**config.mk**
```make
export PLATFORM = sky130hd
export DESIGN_NAME = bitstream_decimator
export DESIGN_NICKNAME = d
export VERILOG_FILES = /design/src/rtl/decimator_pkg.sv /design/src/rtl/bit_delay_line.sv /design/src/rtl/bitstream_decimator.sv
export SDC_FILE = /design/constraint.sdc
export NUM_CORES = 1
export LEC_CHECK = 0
export CORE_ASPECT_RATIO = 0.6
export CORE_MARGIN = 2
export CORE_UTILIZATION = 39
export DETAILED_ROUTE_END_ITERATION = 6
export GPL_TIMING_DRIVEN = 0
export MAX_ROUTING_LAYER = met4
export PLACE_DENSITY = 0.52
export SETUP_SLACK_MARGIN = 0.5
export SLEW_MARGIN = 5
export SYNTH_ARGS = -nofsm -noshare
export SYNTH_HDL_FRONTEND = slang
export SYNTH_SLANG_ARGS = --single-unit
```
**constraint.sdc**
```tcl
create_clock -name clk -period 2 [get_ports clk]
set_input_delay 0.4 -clock clk [delete_from_list [all_inputs] [get_ports clk]]
set_output_delay 0.4 -clock clk [all_outputs]
set_load 0.03 [all_outputs]
```
**src/rtl/decimator_pkg.sv**
```systemverilog
// decimator_pkg
// Shared defaults and helpers for the bitstream decimator slice.
//   DEFAULT_WINDOW : default boxcar length in bitstream samples
//   DEFAULT_OUT_W  : default width of the filtered level output
//   sum_width()    : width of the running-sum counter for a given window
package decimator_pkg;

  localparam int DEFAULT_WINDOW = 256;
  localparam int DEFAULT_OUT_W  = 16;

  // The sum must hold 0..WINDOW inclusive, so one bit beyond log2(WINDOW).
  function automatic int sum_width(input int window);
    return $clog2(window) + 1;
  endfunction

endpackage

```
**src/rtl/bit_delay_line.sv**
```systemverilog
// bit_delay_line
// WINDOW-deep 1-bit shift register that exposes the bit about to leave it.
// Ports:
//   clk    : system clock, rising edge
//   clr    : synchronous active-high clear (whole line to 0)
//   din    : new bit shifted in each non-clear edge
//   oldest : bit that leaves the line on the next non-clear edge
module bit_delay_line
  import decimator_pkg::*;
#(
  parameter int WINDOW = DEFAULT_WINDOW
) (
  input  logic clk,
  input  logic clr,
  input  logic din,
  output logic oldest
);

  logic [WINDOW-1:0] line_p0;

  // Stage p0: history register, newest bit at index 0
  always_ff @(posedge clk) begin
    if (clr) begin
      line_p0 <= '0;
    end else begin
      line_p0 <= {line_p0[WINDOW-2:0], din};
    end
  end

  assign oldest = line_p0[WINDOW-1];

endmodule

```
**src/rtl/bitstream_decimator.sv**
```systemverilog
// bitstream_decimator
// Boxcar decimator: counts '1' bits over the last WINDOW bitstream samples
// and presents the count as a registered signed level, updated every clock.
// Ports:
//   clk       : system clock, rising edge
//   rst_n     : synchronous reset, ACTIVE-HIGH despite the name (1 resets)
//   stream_in : sigma-delta bitstream, one sample per clock
//   dec_out   : filtered level (signed, OUT_W bits), one register stage
// Build option:
//   DECIMATOR_BIPOLAR_EN : when defined, dec_out = 2*sum - WINDOW
//                          (range -WINDOW..+WINDOW); otherwise dec_out is
//                          the unipolar count 0..WINDOW.
module bitstream_decimator
  import decimator_pkg::*;
#(
  parameter int WINDOW = DEFAULT_WINDOW,
  parameter int OUT_W  = DEFAULT_OUT_W
) (
  input  logic                    clk,
  input  logic                    rst_n,
  input  logic                    stream_in,
  output logic signed [OUT_W-1:0] dec_out
);

  localparam int SW = sum_width(WINDOW);

  logic          oldest;
  logic [SW-1:0] sum_p0;
  logic [SW-1:0] sum_next;

  bit_delay_line #(
    .WINDOW (WINDOW)
  ) u_line (
    .clk    (clk),
    .clr    (rst_n),
    .din    (stream_in),
    .oldest (oldest)
  );

  // Maps the window count onto the output level.
  function automatic logic signed [OUT_W-1:0] to_level(input logic [SW-1:0] s);
    logic [OUT_W-1:0] u;
    u = OUT_W'(s);
`ifdef DECIMATOR_BIPOLAR_EN
    return signed'((u << 1) - OUT_W'(WINDOW));
`else
    return signed'(u);
`endif
  endfunction

  // The sum stays within 0..WINDOW because it always equals the popcount of
  // the line, so the modular add/subtract never wraps.
  always_comb begin
    sum_next = sum_p0 + SW'(stream_in) - SW'(oldest);
  end

  // Stage p0: running sum and output level
  always_ff @(posedge clk) begin
    if (rst_n) begin
      sum_p0  <= '0;
      dec_out <= '0;
    end else begin
      sum_p0  <= sum_next;
      dec_out <= to_level(sum_next);
    end
  end

endmodule

```
; Yosys cells after proc, flatten, opt, wreduce, memory -nomap -nowiden
; Index checks and enable logic that the tools add are counted.
[op_classes]
bitwise_logic = 0
muxes = 0
div_mod_pow = 0
n_mul = 0
n_lt_le_gt_ge = 0
n_reduce_logical = 0
n_eq_ne = 0
addsub = 2
shift = 0
[op_table]
columns = operator, n
row1 = adder 9 x 1 -> 9 bit, 1
row2 = subtractor 9 x 1 -> 9 bit, 1
[totals]
mem_bits_ro = 0
inputBits = 3
latch_bits = 0
output_inout_bits = 16
regBits = 272
n_memories = 0
mem_bits_rw = 0
elab_cells = 5

; Longest topological paths before layout
[logic_depth]
word_depth = 2
depth_mapped = 9
mapped_depth_nobuf = 9

; By module
; Synthesis repeated with hierarchy kept, for this count alone.
[unflattened]
hier_cells = 623
hier_area_um2 = 7574.8
[modules_own_cells]
columns = module, instances, cells_each, area_per_inst_um2, seq_area_each_um2
row1 = bit_delay_line, 1, 540, 6864.1, 5124.9
row2 = bitstream_decimator, 1, 83, 710.7, 180.2

; Least setup slack after synthesis
; OpenSTA, ideal clock, no wires.
[synth_path]
kind = reg-to-reg
startpoint = register sum_p0[0]
endpoint = register sum_p0[8]
setup_ps = 131
n_path_buf = 0
arrival_ps = 1910
t_required_ps = 1869
setup_slack_ps = -41
period_less_slack_ps = 2041
path_stages_with_launch = 10
path_cell_list = dfxtp_1 > inv_1 > ha_1 > inv_1 > ha_1 > fa_1 > nand3_1 > a211o_1 > nand3_1 > nor3b_1
[synth_between]
elab_chain_len = 2
[synth_lines]
columns = element, line
row1 = "start, declared", bitstream_decimator.sv:28  ; logic [SW-1:0] sum_p0;
row2 = "start signal, assigned", bitstream_decimator.sv:63  ; sum_p0 <= sum_next;
row3 = adder 9 x 1 -> 9 bit, bitstream_decimator.sv:54  ; sum_next = sum_p0 + SW'(stream_in) - SW'(oldest);
row4 = subtractor 9 x 1 -> 9 bit, bitstream_decimator.sv:54
; No other way between the ends.
; A chain may end at the register's enable or synchronous reset.

; Worst setup path in the final report
[layout_path]
startpoint = register sum_p0[0]
endpoint = register sum_p0[5]
; The elaborated chain is that of the path after synthesis.

==> results.rst <==
.. list-table::
   :header-rows: 1

   * - Metric
     - Value
   * - Status
     - completed
   * - Horizontal die dimension
     - 183.5 µm
   * - Number of enable flip-flop cells after synthesis
     - 0
   * - Critical Path End Type
     - flip-flop
   * - Row count
     - 39
   * - Number of hold-slack violations in the final timing report
     - 0
   * - Register bit count reported by yosys
     - 265
   * - Area growth from synthesis to layout
     - 17.73%
   * - Number of levels the H-tree was split into
     - 1
   * - Arrival time of data at the critical path endpoint
     - 2.18 ns
   * - Wire length of the first global-routing pass
     - 17050 µm
   * - Hold Crit Class
     - in -> reg
   * - Number of detailed-routing iterations run before antenna repair
     - 4
   * - Core Util, Final
     - 46.74%
   * - Antenna violations before repair
     - 0
   * - Worst slack at placement
     - -0.06283 ns
   * - Primary FF master, synth
     - dfxtp_1
   * - List of most frequent post-synthesis cells
     - dfxtp_1 (265), nor2b_1 (259), clkbuf_1 (28), inv_1 (10), ha_1 (9)
   * - Number of warnings issued by yosys
     - 0
   * - Final RePlAce weighted congestion
     - 0.7314
   * - Slack of the worst reg-to-reg path
     - 0.22 ns
   * - TritonCTS clock tree
     - yes
   * - Cell type with the largest total area after synthesis
     - dfxtp_1
   * - Cell with the most instances after synthesis
     - dfxtp_1
   * - Largest fanout on the critical path
     - 4
   * - Setup repair after global routing missed its margin
     - yes
   * - Critical Path Source Type
     - flip-flop
   * - Fraction of power consumed by combinational cells
     - 10.4%
   * - Worst setup margin
     - 0.2189 ns
   * - Via total after detailed routing
     - 3723
   * - Max-slew violation count
     - 0
   * - Worst voltage drop across the vdd grid
     - 0.7238 mV
   * - Core region area
     - 18980 µm²
   * - Cell-internal power
     - 8.649 mW
   * - Clk pwr share
     - 41.2%
   * - Count of final setup violators
     - 0
   * - # placed instances
     - 886
   * - Achievable Freq
     - 0.5615 GHz
   * - Setup skew after layout
     - 0.007797 ns
   * - Die area
     - 20490 µm²
   * - I/O pin count
     - 19
   * - Starting density of the core
     - 39.70%
   * - Count of max-cap constraint violations
     - 0
   * - Via count of the first global-routing pass
     - 3539
   * - Count of different cell masters after synthesis
     - 32
   * - Final cell count without fillers
     - 933
   * - Fraction of registers with async set/reset
     - 0%
   * - Tightest Pin Transition
     - 0.5149 ns
   * - Reg power frac
     - 48.4%
   * - All-layer global routing usage
     - 10.38%
   * - WL/cell
     - 10.44 µm
   * - Hpwl dp
     - 5717 µm
   * - Layout cells sized above 1
     - 11.79%
   * - Total Neg Setup Slack
     - 0 ns
   * - Number of antenna diodes
     - 0
   * - Initial detailed-routing violation count
     - 133
   * - Number of nets in the layout
     - 682
   * - Required time at the worst-slack endpoint
     - 2.40 ns
   * - Clock latency on the worst-skew pair
     - 0.50 ns
   * - Crit path time final
     - 1.781 ns
   * - Sw frac
     - 22.61%
   * - Worst-case headroom to the max-slew limit
     - 65.67%
   * - Post-route DRC violation count
     - 0
   * - Clock-pin slew on the worst setup and hold paths
     - 0.06 ns
   * - Total power density per cell area
     - 1260 nW/µm²
   * - Fraction of synthesized cell area taken by the top area cell type
     - 70.40%
   * - Sw power
     - 2.526 mW
   * - Number of CTS-inserted buffers
     - 24
   * - Number of sinks handled by clock tree synthesis
     - 265
   * - Count of buffers from port buffering
     - 10
   * - Die Y-Extent
     - 111.7 µm
   * - Power, Total
     - 11.18 mW
   * - Average cell area after synthesis
     - 12.08 µm²
   * - Sequential fraction of the synthesis area
     - 70.40%
   * - Leak pwr
     - 3.514 nW
   * - Number of hold-repair buffers added at the cts stage
     - 0
   * - Total standard cell area after synthesis
     - 7536 µm²
   * - CTS max path bufs
     - 3
   * - Total wire length after detailed routing
     - 9743 µm
   * - Ranking of synthesized cells by area
     - dfxtp_1 (70%), nor2b_1 (22%), ha_1 (1.5%)
   * - Final period utilization
     - 89.05%
   * - Synth Instances
     - 624
   * - Pin count of the biggest net entering global routing
     - 16
   * - Root buffer cell
     - clkbuf_16
   * - Category of the critical setup timing path
     - reg -> reg
   * - Number of nets still failing antenna checks after routing
     - 0
   * - Overflow after GRT
     - 0
   * - Ratio of routed vias to standard cells
     - 3.990
[per-layer routing]
layer  wire [µm]  vias to the layer above  global-route usage, %
met5           0                        -                      -
met4         144                        0                  3.040
met3         391                       16                  3.108
met2        3754                       36                  13.71
met1        5453                     1685                  15.15
li1            -                     1986                      -
[power groups by stage]
| stage | combinational, mW | clock [mW] | sequential (mW) |
|---|---|---|---|
| 6_report | 1.16 | 4.60 | 5.41 |
| 5_1_grt | 1.28 | 4.99 | 5.41 |
| 4_1_cts | 1.11 | 4.75 | 5.41 |
| 3_5_place_dp | 1.11 | 0 | 5.53 |
| 3_3_place_gp | 1.09 | 0 | 5.53 |
| 2_1_floorplan | 0.732 | 0 | 5.64 |
[cells in the final DEF (no fill, tap or decap), drive strengths merged, types with 2 or more instances in the layout]
cell    count
nor2        7
nand3       2
nor2b     259
xnor2       2
conb        7
buf        20
a21o        3
o21ai       2
nor3        4
a211oi      2
inv        10
nor3b       2
ha          9
clkbuf     67
a21oi       3
nand2       3
dfxtp     265
clkinv      3
bufinv      2
[sequential cells by signal (all words and copies together), names as in the netlist]
| name | flops |
|---|---|
| u_line.line_p0 | 256 |
| sum_p0 | 9 |
[per-stage QoR]
step | cell area [µm²] | hold WS [ns]
5_1_grt | 8872 | 0.3718
2_1_floorplan | 7640 | 0.4138
4_1_cts | 8853 | 0.3556
6_report | 8872 | 0.3626
3_5_place_dp | 8048 | 0.4204
3_3_place_gp | 8048 | 0.4152
[critical path, cell delays in order, from the launching register on]
cell and delay [ns]:
dfxtp_4 0.35, inv_2 0.04, ha_4 0.25, inv_2 0.03
ha_4 0.16, a211oi_2 0.23, nor2_2 0.08, or4_1 0.42
o211ai_1 0.12
[logic make-up after synthesis]
family	synth area share, %
flip-flops	70.40
other	0.04976
multiplexers	0.1494
XOR/XNOR	0.3487
AND/OR/NAND/NOR	23.11
adder cells (fa/ha/maj)	1.760
AO/OA/AOI/OAI	1.461
buffers and inverters	2.723
[final timing paths]
path | from | end | cells after the start
worst min-delay path | rst_n | sum_p0[7] | 3
worst max register to register | sum_p0[0] | sum_p0[5] | 8
worst min register to register | u_line.line_p0[100] | u_line.line_p0[101] | 1
worst max-delay path | sum_p0[0] | sum_p0[5] | 8
[timing repair]
action                     4_1_cts  5_1_grt
setup buffers                    3        0
gates resized for setup         38       12
setup endpoints to repair       16       11
pin swaps                        4        3
[layout make-up]
class | count | area, µm²
fill | 1694 | 10110
sequential | 265 | 5321
multi-input combinational | 318 | 2123
clock buffer | 39 | 738.2
tap | 246 | 307.8
buffer | 37 | 167.7
timing repair buffer | 13 | 95.09
clock inverter | 5 | 78.83
inverter | 10 | 40.04
No activity file was read; power rests on OpenSTA's default activity.
